===== config.mk =====
export PLATFORM = sky130hd
export DESIGN_NAME = if_fetch
export DESIGN_NICKNAME = d
export VERILOG_FILES = /design/src/rtl/if_fetch.sv
export SDC_FILE = /design/constraint.sdc
export NUM_CORES = 1
export LEC_CHECK = 0
export CAP_MARGIN = 30
export CORE_MARGIN = 2
export CORE_UTILIZATION = 53
export DETAILED_ROUTE_END_ITERATION = 12
export GPL_TIMING_DRIVEN = 1
export HOLD_SLACK_MARGIN = 0.1
export PLACE_DENSITY = 0.8
export SYNTH_ARGS = -nofsm -noshare
export SYNTH_HDL_FRONTEND = slang
export SYNTH_SLANG_ARGS = --single-unit
export TNS_END_PERCENT = 100

===== constraint.sdc =====
create_clock -name clk -period 4.7 [get_ports clk]
set_input_delay 0.47 -clock clk [delete_from_list [all_inputs] [get_ports clk]]
set_output_delay 0.47 -clock clk [all_outputs]
set_load 0.02 [all_outputs]

===== src/rtl/if_fetch.sv =====
// Instruction-fetch stage: word reads on the instruction bus into an IF/ID register.
// Define IF_MISALIGN_CHECK_EN to flag misaligned PCs on misalign_o instead of fetching them.
module if_fetch #(
    parameter int unsigned OUTSTANDING = 2,
    parameter int unsigned BUF_DEPTH   = 2,
    parameter logic [31:0] NOP_INST    = 32'h0000_0013
) (
    input  logic        clk,
    input  logic        rst_n,
    input  logic [31:0] pc_i,
    input  logic        jump_flag_i,
    input  logic [2:0]  hold_flag_i,
    output logic        ibus_req_o,
    output logic [31:0] ibus_addr_o,
    input  logic        ibus_gnt_i,
    input  logic        ibus_rvalid_i,
    input  logic [31:0] ibus_rdata_i,
    output logic        fetch_stall_o,
    output logic [31:0] inst_o,
    output logic [31:0] inst_addr_o,
    output logic        inst_valid_o
`ifdef IF_MISALIGN_CHECK_EN
    , output logic      misalign_o
`endif
);

    localparam int unsigned XLEN   = 32;
    localparam int unsigned OCNT_W = $clog2(OUTSTANDING + 1);
    localparam int unsigned BCNT_W = $clog2(BUF_DEPTH + 1);
    localparam int unsigned APTR_W = (OUTSTANDING > 1) ? $clog2(OUTSTANDING) : 1;
    localparam int unsigned BPTR_W = (BUF_DEPTH > 1) ? $clog2(BUF_DEPTH) : 1;

    typedef enum logic {S_RUN = 1'b0, S_WAIT_GNT = 1'b1} state_e;

    typedef struct packed {
        logic            mis;
        logic [XLEN-1:0] addr;
        logic [XLEN-1:0] data;
    } ibuf_t;

    state_e            state_q, state_d;
    logic [XLEN-1:0]   afifo_q [OUTSTANDING];
    logic [XLEN-1:0]   afifo_d [OUTSTANDING];
    logic [APTR_W-1:0] a_wr_q, a_wr_d, a_rd_q, a_rd_d;
    logic [OCNT_W-1:0] out_cnt_q, out_cnt_d;
    logic [OCNT_W-1:0] disc_cnt_q, disc_cnt_d;
    ibuf_t             ibuf_q [BUF_DEPTH];
    ibuf_t             ibuf_d [BUF_DEPTH];
    logic [BPTR_W-1:0] b_wr_q, b_wr_d, b_rd_q, b_rd_d;
    logic [BCNT_W-1:0] b_cnt_q, b_cnt_d;
    logic [XLEN-1:0]   inst_q, inst_d, inst_addr_q, inst_addr_d;
    logic              inst_valid_q, inst_valid_d;
    logic              mis_out_q, mis_out_d, mis_pend_q, mis_pend_d;

    logic              req_c, accept_c, resp_c, room_c;
    logic              pop_ok_c, pop_c, rsp_push_c, mis_push_c, mis_pc_c;
    logic [BCNT_W-1:0] occ_eff_c;
    ibuf_t             head_c;

`ifdef IF_MISALIGN_CHECK_EN
    assign mis_pc_c   = (pc_i[1:0] != 2'b00);
    assign misalign_o = mis_out_q;
`else
    logic unused_pc_lsb;
    logic unused_mis_out;
    assign unused_pc_lsb  = ^pc_i[1:0];
    assign unused_mis_out = mis_out_q;
    assign mis_pc_c       = 1'b0;
`endif

    function automatic logic [APTR_W-1:0] a_inc(input logic [APTR_W-1:0] p);
        return (32'(p) == OUTSTANDING - 1) ? '0 : p + APTR_W'(1);
    endfunction

    function automatic logic [BPTR_W-1:0] b_inc(input logic [BPTR_W-1:0] p);
        return (32'(p) == BUF_DEPTH - 1) ? '0 : p + BPTR_W'(1);
    endfunction

    // Next-state logic for FSM, address FIFO, instruction buffer and IF/ID register
    always_comb begin
        state_d      = state_q;
        afifo_d      = afifo_q;
        a_wr_d       = a_wr_q;
        a_rd_d       = a_rd_q;
        out_cnt_d    = out_cnt_q;
        disc_cnt_d   = disc_cnt_q;
        ibuf_d       = ibuf_q;
        b_wr_d       = b_wr_q;
        b_rd_d       = b_rd_q;
        b_cnt_d      = b_cnt_q;
        inst_d       = inst_q;
        inst_addr_d  = inst_addr_q;
        inst_valid_d = inst_valid_q;
        mis_out_d    = mis_out_q;
        mis_pend_d   = mis_pend_q;
        req_c        = 1'b0;
        mis_push_c   = 1'b0;
        head_c       = ibuf_q[b_rd_q];

        // An entry leaving the buffer this cycle frees its slot for a new request
        pop_ok_c  = (hold_flag_i < 3'd2) && (b_cnt_q != '0);
        occ_eff_c = b_cnt_q - BCNT_W'(pop_ok_c);
        room_c    = (32'(out_cnt_q) < OUTSTANDING) &&
                    ((32'(out_cnt_q) + 32'(occ_eff_c)) < BUF_DEPTH);

        case (state_q)
            S_RUN: begin
                req_c      = rst_n && (hold_flag_i == 3'd0) && room_c && !mis_pc_c;
                mis_push_c = rst_n && (hold_flag_i == 3'd0) && room_c && mis_pc_c &&
                             !mis_pend_q && (out_cnt_q == '0) && !jump_flag_i;
                if (req_c && !ibus_gnt_i) begin
                    state_d = S_WAIT_GNT;
                end
            end
            S_WAIT_GNT: begin
                req_c = rst_n;
                if (ibus_gnt_i) begin
                    state_d = S_RUN;
                end
            end
            default: state_d = S_RUN;
        endcase

        accept_c = req_c && ibus_gnt_i;
        resp_c   = ibus_rvalid_i && (out_cnt_q != '0);

        if (accept_c) begin
            afifo_d[a_wr_q] = {pc_i[XLEN-1:2], 2'b00};
            a_wr_d          = a_inc(a_wr_q);
        end
        if (resp_c) begin
            a_rd_d = a_inc(a_rd_q);
        end
        out_cnt_d = out_cnt_q + OCNT_W'(accept_c) - OCNT_W'(resp_c);

        // On a jump every read still in flight after this cycle is stale
        if (jump_flag_i) begin
            disc_cnt_d = out_cnt_d;
        end else if (resp_c && (disc_cnt_q != '0)) begin
            disc_cnt_d = disc_cnt_q - OCNT_W'(1);
        end

        rsp_push_c = resp_c && (disc_cnt_q == '0) && !jump_flag_i;
        pop_c      = pop_ok_c && !jump_flag_i;

        if (rsp_push_c) begin
            ibuf_d[b_wr_q].mis  = 1'b0;
            ibuf_d[b_wr_q].addr = afifo_q[a_rd_q];
            ibuf_d[b_wr_q].data = ibus_rdata_i;
            b_wr_d              = b_inc(b_wr_q);
        end else if (mis_push_c) begin
            ibuf_d[b_wr_q].mis  = 1'b1;
            ibuf_d[b_wr_q].addr = pc_i;
            ibuf_d[b_wr_q].data = NOP_INST;
            b_wr_d              = b_inc(b_wr_q);
        end
        if (pop_c) begin
            b_rd_d = b_inc(b_rd_q);
        end
        b_cnt_d = b_cnt_q + BCNT_W'(rsp_push_c || mis_push_c) - BCNT_W'(pop_c);

        if (jump_flag_i) begin
            b_wr_d     = '0;
            b_rd_d     = '0;
            b_cnt_d    = '0;
            mis_pend_d = 1'b0;
        end else if (mis_push_c) begin
            mis_pend_d = 1'b1;
        end

        // IF/ID register: jump flushes even under hold; hold>=2 freezes it
        if (jump_flag_i) begin
            inst_d       = NOP_INST;
            inst_valid_d = 1'b0;
            mis_out_d    = 1'b0;
        end else if (hold_flag_i < 3'd2) begin
            if (pop_c) begin
                inst_d       = head_c.data;
                inst_addr_d  = head_c.addr;
                inst_valid_d = 1'b1;
                mis_out_d    = head_c.mis;
            end else begin
                inst_d       = NOP_INST;
                inst_valid_d = 1'b0;
                mis_out_d    = 1'b0;
            end
        end
    end

    always_ff @(posedge clk) begin
        if (!rst_n) begin
            state_q      <= S_RUN;
            a_wr_q       <= '0;
            a_rd_q       <= '0;
            out_cnt_q    <= '0;
            disc_cnt_q   <= '0;
            b_wr_q       <= '0;
            b_rd_q       <= '0;
            b_cnt_q      <= '0;
            inst_q       <= NOP_INST;
            inst_addr_q  <= '0;
            inst_valid_q <= 1'b0;
            mis_out_q    <= 1'b0;
            mis_pend_q   <= 1'b0;
        end else begin
            state_q      <= state_d;
            a_wr_q       <= a_wr_d;
            a_rd_q       <= a_rd_d;
            out_cnt_q    <= out_cnt_d;
            disc_cnt_q   <= disc_cnt_d;
            b_wr_q       <= b_wr_d;
            b_rd_q       <= b_rd_d;
            b_cnt_q      <= b_cnt_d;
            inst_q       <= inst_d;
            inst_addr_q  <= inst_addr_d;
            inst_valid_q <= inst_valid_d;
            mis_out_q    <= mis_out_d;
            mis_pend_q   <= mis_pend_d;
        end
    end

    // Payload storage needs no reset; occupancy counters qualify it
    always_ff @(posedge clk) begin
        afifo_q <= afifo_d;
        ibuf_q  <= ibuf_d;
    end

    assign ibus_req_o    = req_c;
    assign ibus_addr_o   = {pc_i[XLEN-1:2], 2'b00};
    assign fetch_stall_o = rst_n && !accept_c && !jump_flag_i;
    assign inst_o        = inst_q;
    assign inst_addr_o   = inst_addr_q;
    assign inst_valid_o  = inst_valid_q;

    a_rvalid_has_read: assert property (@(posedge clk) disable iff (!rst_n)
        ibus_rvalid_i |-> (out_cnt_q != '0));

    a_ibuf_no_overflow: assert property (@(posedge clk) disable iff (!rst_n)
        (rsp_push_c || mis_push_c) |-> ((32'(b_cnt_q) < BUF_DEPTH) || pop_c));

endmodule

==> results of run 1 <==
how the worst max path moves through the flow:
stage,to
final,ibus_req_o
after global routing,ibus_req_o
after CTS,ibus_req_o
after detailed placement,ibus_req_o
after global placement,ibus_req_o
after floorplan,afifo_q[34]$_DFFE_PP_
synthesized netlist by cell type (all sizes together) (2+ instances only):
master | number | share of area
buf | 58 | 0.037
ha | 6 | 0.0074
and3 | 3 | 0.0018
clkbuf | 22 | 0.0082
a31oi | 2 | 0.0012
mux2 | 59 | 0.065
and2 | 39 | 0.024
nor2b | 34 | 0.021
inv | 11 | 0.0040
o21ai | 8 | 0.0039
dfxtp | 74 | 0.15
nor2 | 38 | 0.014
or3 | 3 | 0.0018
nand2 | 3 | 0.0011
o211a | 30 | 0.029
nor3 | 2 | 0.0021
edfxtp | 184 | 0.54
a21oi | 4 | 0.0020
mux2i | 34 | 0.033
nand2b | 4 | 0.0024
or2 | 3 | 0.0018
xnor2 | 2 | 0.0017
a32oi | 29 | 0.025
nand3 | 32 | 0.016
routing by layer:
metal / share of wire / vias to the layer above / GRT usage
met3: 0.077 / 22 / 0.03052
met2: 0.50 / 241 / 0.3497
met1: 0.41 / 3007 / 0.2590
li1: - / 2787 / -
met5: 0 / - / 0
met4: 0.014 / 0 / 0.05211
metrics by stage:
stage          area, sq um  power [mW]  utilization
2_1_floorplan        10220       3.061            -
3_3_place_gp         11840       3.220       0.6285
3_5_place_dp         11860       3.255       0.6296
4_1_cts              12810       5.519       0.6804
5_1_grt              12830       5.666       0.6815
6_report             12830       5.474       0.6815
kinds of logic (layout without fill, tap and decap cells):
logic type               after synthesis  count (layout)
multiplexers                          93              93
AND/OR/NAND/NOR                      166             166
XOR/XNOR                               4               4
flip-flops                           258             258
buffers and inverters                 91             237
adder cells (fa/ha/maj)                7               7
other                                  1               4
AO/OA/AOI/OAI                         74              74
cells in the final DEF, fill, tap and decap left out, types with 3 or more instances in the layout:
cell and n:
edfxtp_1 184, clkdlybuf4s50_1 164, dfxtp_1 72, mux2_2 59, and2_1 39, nor2_1 36
nor2b_1 34, mux2i_1 34, nand3_1 32, o211a_1 30, a32oi_1 29, clkbuf_16 27
buf_4 12, inv_1 9, bufinv_16 7, o21ai_0 6, ha_1 6, clkbuf_1 5
a21oi_1 4, nand2b_1 4, conb_1 4, clkinv_2 4, nand2_1 3, or3_1 3
and3_1 3
flip-flops by register name (all words and copies together), names as in the netlist:
register / flops
inst_addr_o: 30
out_cnt_q: 2
inst_o: 32
a_rd_q: 1
ibuf_q: 124
b_cnt_q: 2
inst_valid_o: 1
state_q: 1
b_wr_q: 1
disc_cnt_q: 2
a_wr_q: 1
afifo_q: 60
b_rd_q: 1
power groups by stage:
stage	combinational, mW	sequential (mW)	clock [mW]
finish	0.596	2.62	2.26
floorplan	0.398	2.66	0
CTS	0.591	2.62	2.30
global route	0.646	2.62	2.40
global placement	0.554	2.67	0
detailed placement	0.582	2.67	0
area by class of cell:
type,instances,area (sq um),share of cell area
flip-flops and latches,258,7012,0.5464
multi-input cells,348,2725,0.2124
repair buffers,178,1772,0.1381
clock buffers,32,694.4,0.05411
well taps,260,325.3,0.02535
clock inverters,16,262.8,0.02048
inverters,11,41.29,0.003218
tightest hold or removal path, stage by stage, from the launching register on:
cell     delay [ns]
dfxtp_1        0.31
nand2_1        0.05
a21oi_1        0.06
==> results.md, run 1 <==
* Max Fanout on Critical Path at 4
* Outcome: finished, final reports clean
* FF+latch count, synth at 258
* Worst r2r path cells at 14
* Top delay family on crit path: buffers and inverters
* Final min period at 4.117 ns
* CTS tree: yes
* Core Area at 18,830 sq um
* Number of synthesized flops with an enable pin at 184
* CP Launch Point: hold_flag_i[1]
* Pwr per Cell Area at 426.6 nW/um^2
* Post-CTS setup buffers at 0
* Compound-Gate Fraction of Synth Area at 0.06212
* Combinational share of power at 0.109
* VDD IR max at 0.0002916 V
* Predominant post-synthesis flop cell: edfxtp_1
* Ordered cell list for the critical path: clkdlybuf4s50_1 -> or2_1 -> nor2_1 -> ha_1 -> nand2b_1 -> fa_1 -> nor4bb_1 -> a21oi_1 -> nor2b_1 -> clkdlybuf4s50_1
* CP arrival at 3.65 ns
* Finished Layout Cells at 1,103
* Fmax at 242.9 MHz
* H-tree Lvls at 1
* Initial antenna violation count at 0
* CTS Buf Count at 26
* Mapped Area at 10,210 sq um
* DR vias/cell at 5.491
* Xor and xnor area share after synthesis at 0.004901
* Clock latency on the worst-skew pair at 0.51 ns
* Area delta synth->final at 25.66%
* Rows at 50
* Drt drc at 0
* Final setup vio count at 0
* Port Buffers at 164
* Register area share after synthesis at 0.6861
* Mux cell area share after synthesis at 0.09838
* Critical Path End Type: output port
* First-pass GRT wire length at 31.75 mm
* Highest-delay cell along the critical path: clkdlybuf4s50_1
* Syn. warnings at 0
* Lkg Pwr at 4.698 nW
* Net Sw Frac at 0.2154
* Grt ovf at 0
* Filler cells at 1,294
* Antenna viol nets, final at 0
* Final RePlAce weighted congestion at 0.7620
* IO Pins at 171
* Vias in the first global route at 6,249
* Adder-cell share of the synthesized area at 0.009311
* Total Routing Usage GR at 0.1988
* Share of power burned in registers at 0.478
* Drt total wl at 20.60 mm
* Chip height at 142.8 um
* Placed Cells incl. Taps at 1,054
* Critical path's most frequent cell: clkdlybuf4s50_1
* Cts hold-fix bufs at 0
* CP startpoint kind: input port
* Ant diodes at 0
* Worst slack at placement at 0.6510 ns
* Hold Path Cell Cnt at 2
* Largest net degree at the start of global routing at 68
* Cells after Synth at 694
* Max-slew violation total from the final report at 0
* Detailed placement HPWL at 12.49 mm
* Worst-path clk slew at 0.06 ns
* Int Pwr at 4.295 mW
* Slowest stage delay, CP at 0.66 ns
* Setup repair after global routing missed its margin: false
* Starting density of the core at 0.5423
* Post-synthesis simple-gate area fraction at 0.08968
* Worst hold margin at 0.4721 ns
* Layout cells sized above 1 at 0.1459
* Crit Path Class: in2out
* Worst hold path startpoint: inst_valid_o$_SDFFE_PP0N_
* Root Driver: clkbuf_16
* Final critical-path share of the clock period at 0.8760
* Sum Neg Setup Slack at 0 ns
* Clock Sinks at 258
* Post-route setup slack at 0.5828 ns
* Share of power burned in the clock network at 0.413
* NetSw at 1.179 mW
* Slew @ Worst Pin at 0.7750 ns
* Bufs and invs on worst path at 2
* Clk_skew at 0.01548 ns
* Area of the die at 20,390 sq um
* Min-Delay Endpoint: inst_valid_o$_SDFFE_PP0N_
* DR vias at 6,057
* Final net count at 902
* R2R setup slack at 1.35 ns
* Critical path depth in cells at 10
* Post-Syn Area per Cell at 14.72 sq um
* Hold Crit Class: reg2reg
* Die Span X at 142.8 um
* Final Hold Fails at 0
* Async set-reset flop share out of synthesis at 0
* Max-cap violations at 0
* Drt wl/cell at 18.67 um
* First DRT Iteration DRCs at 398
* Longest Clk Path Bufs at 3
* Pre-Repair DR Iteration Count at 5
* R2r startpoint: b_cnt_q[1]$_SDFF_PP0_
* Post_cts resized at 0
* Yosys cell types at 41
* Largest family of logic cells by synthesized area: multiplexers
* RR Endpoint: disc_cnt_q[1]$_SDFFE_PN0P_
* Required @ worst endpoint at 4.23 ns
* Max-slew headroom at 0.4834
Note: power is estimated with default switching activity, not from simulation.
==> inputs of run 2 (changes only) <==
--- a/config.mk
+++ b/config.mk
@@ -15,4 +15,3 @@
 export SYNTH_ARGS = -nofsm -noshare
 export SYNTH_HDL_FRONTEND = slang
 export SYNTH_SLANG_ARGS = --single-unit
-export TNS_END_PERCENT = 100
==> results of run 2 <==
The final DEF is identical to that of run 1; final timing and power are the same.
==> inputs of run 3 (changes only) <==
--- a/config.mk
+++ b/config.mk
@@ -12,6 +12,7 @@
 export GPL_TIMING_DRIVEN = 1
 export HOLD_SLACK_MARGIN = 0.1
 export PLACE_DENSITY = 0.8
+export SLEW_MARGIN = 10
 export SYNTH_ARGS = -nofsm -noshare
 export SYNTH_HDL_FRONTEND = slang
 export SYNTH_SLANG_ARGS = --single-unit
==> run 3 against run 2 <==
  * Global-route usage did not move
  * Die area unchanged
  * Highest routed layer unchanged
  * Via count shrank 0.18%
  * Total power hardly changed
  * Wire length is 0.35% higher
  * Cell count unchanged
  * First-iteration DRC count is 1.8% higher
  * Sequential power about the same
  * Critical endpoint unchanged
  * Register-to-register slack better by 0.03 ns
  * Largest power group unchanged
  * Cell area is the same
  * Non-clock buffer count unchanged
  * Critical path type unchanged
==> results.md, run 3 (synthesis gave the netlist of run 1 again) <==
* Outcome: finished, final reports clean
* Drt wl/cell at 18.74 um (+0.35%)
* Max Fanout on Critical Path at 4 (unchanged)
* Initial antenna violation count at 0 (unchanged)
* Longest Clk Path Bufs at 3 (unchanged)
* NetSw at 1.184 mW (+0.39%)
* Int Pwr at 4.295 mW (about the same)
* DR vias/cell at 5.481 (-0.18%)
* Worst hold margin at 0.4737 ns (+0.001504 ns)
* Clk_skew at 0.01460 ns (-0.0008796 ns)
* Setup repair after global routing missed its margin: false
* Final Cell Area at 12,830 sq um (unchanged)
* Crit Path Class: in2out
* Worst-path clk slew at 0.06 ns (about the same)
* Grt ovf at 0 (unchanged)
* Rows at 50 (unchanged)
* Combinational share of power at 0.109 (about the same)
* Net Sw Frac at 0.2161 (+0.0006709)
* IO Pins at 171 (unchanged)
* Fmax at 242.5 MHz (-0.14%)
* Share of power burned in the clock network at 0.414 (about the same)
* Max-slew headroom at 0.4857 (+0.002390)
* Share of power burned in registers at 0.478 (about the same)
* Pre-Repair DR Iteration Count at 4 (-1)
* Largest net degree at the start of global routing at 68 (unchanged)
* Starting density of the core at 0.5423 (unchanged)
* Final net count at 902 (unchanged)
* Sum Neg Setup Slack at 0 ns (unchanged)
* Critical Path End Type: output port
* Final min period at 4.123 ns (+0.005975 ns)
* H-tree Lvls at 1 (unchanged)
* Most common cell after layout, fill and taps aside: edfxtp_1
* First DRT Iteration DRCs at 405 (+1.8%)
* Area of the die at 20,390 sq um (unchanged)
* Antenna viol nets, final at 0 (unchanged)
* Ant diodes at 0 (unchanged)
* Final critical-path share of the clock period at 0.8773 (+0.001271)
* Root Driver: clkbuf_16
* Drt drc at 0 (unchanged)
* Required @ worst endpoint at 4.23 ns (about the same)
* Layout cells sized above 1 at 0.1459 (unchanged)
* Final Hold Fails at 0 (unchanged)
* Total Routing Usage GR at 0.1988 (unchanged)
* Post-route setup slack at 0.5768 ns (-0.005975 ns)
* Die Span X at 142.8 um (unchanged)
* Lkg Pwr at 4.698 nW (unchanged)
* Post-CTS setup buffers at 0 (unchanged)
* CP arrival at 3.65 ns (about the same)
* Flip-flop count of the largest register after layout at 124 (unchanged)
* Area delta synth->final at 25.66% (unchanged)
* Cts hold-fix bufs at 0 (unchanged)
* Max-cap violations at 0 (unchanged)
* Worst slack at placement at 0.6510 ns (unchanged)
* Vias in the first global route at 6,249 (unchanged)
* CP startpoint kind: input port
* Clock latency on the worst-skew pair at 0.51 ns (about the same)
* CTS tree: yes
* Most frequent cells in the layout: edfxtp_1 (184), clkdlybuf4s50_1 (164), dfxtp_1 (72)
* Placed Area at 11,860 sq um (unchanged)
* Max-slew violation total from the final report at 0 (unchanged)
* VDD IR max at 0.0002916 V (about the same)
* Port Buffers at 164 (unchanged)
* Final RePlAce weighted congestion at 0.7620 (unchanged)
* Drt total wl at 20.67 mm (+0.35%)
* First-pass GRT wire length at 31.75 mm (unchanged)
* Top reg by flops: ibuf_q
* Pwr per Cell Area at 426.9 nW/um^2 (about the same)
* Post_cts resized at 0 (unchanged)
* Hold Crit Class: reg2reg
* Detailed placement HPWL at 12.49 mm (unchanged)
* Core Area at 18,830 sq um (unchanged)
* Slew @ Worst Pin at 0.7714 ns (-0.003584 ns)
* Final setup vio count at 0 (unchanged)
* Chip height at 142.8 um (unchanged)
* Clock Sinks at 258 (unchanged)
* DR vias at 6,046 (-0.18%)
* CTS Buf Count at 26 (unchanged)
## run 3: cell counts in the layout (fill, tap and decap cells not counted)
Identical to the previous run, type by type.
## run 3: metrics by stage
step                power (mW)  cells    util
global placement         3.220   1053  0.6285
finish                   5.478   1103  0.6815
detailed placement       3.255   1054  0.6296
global route             5.667   1103  0.6815
CTS                      5.519   1102  0.6804
floorplan                3.061    697       -
## run 3: worst max-delay path, cell delays in order
cell,delay (ns)
clkdlybuf4s50_1,0.48
or2_1,0.27
nor2_1,0.10
ha_1,0.23
nand2b_1,0.15
fa_1,0.48
nor4bb_1,0.34
a21oi_1,0.21
nor2b_1,0.25
clkdlybuf4s50_1,0.66
## run 3: final timing paths
check                                                from  slack (ns)                    endpoint  cells after the start
worst min register to register  inst_valid_o$_SDFFE_PP0N_        0.47   inst_valid_o$_SDFFE_PP0N_                      2
worst max register to register      b_cnt_q[1]$_SDFF_PP0_        1.38  disc_cnt_q[1]$_SDFFE_PN0P_                     14
worst min-delay path            inst_valid_o$_SDFFE_PP0N_        0.47   inst_valid_o$_SDFFE_PP0N_                      2
worst max-delay path                       hold_flag_i[1]        0.58                  ibus_req_o                     10
## run 3: power groups by stage
stage,Combinational [mW],Sequential (mW),Clock (mW)
6_report,0.594,2.62,2.27
5_1_grt,0.645,2.62,2.40
4_1_cts,0.591,2.62,2.30
3_5_place_dp,0.582,2.67,0
3_3_place_gp,0.554,2.67,0
2_1_floorplan,0.398,2.66,0
## run 3: layer usage
metal,GRT usage,share of wire,vias to the layer above
li1,-,-,2787
met1,0.2590,0.42,3007
met2,0.3497,0.50,230
met3,0.03052,0.072,22
met4,0.05211,0.014,0
met5,0,0,-
## run 3: layout make-up
type | count | area (sq um)
inverters | 11 | 41.29
repair buffers | 178 | 1772
clock inverters | 16 | 262.8
clock buffers | 32 | 694.4
fillers | 1295 | 5998
flip-flops and latches | 258 | 7012
well taps | 260 | 325.3
multi-input cells | 348 | 2725
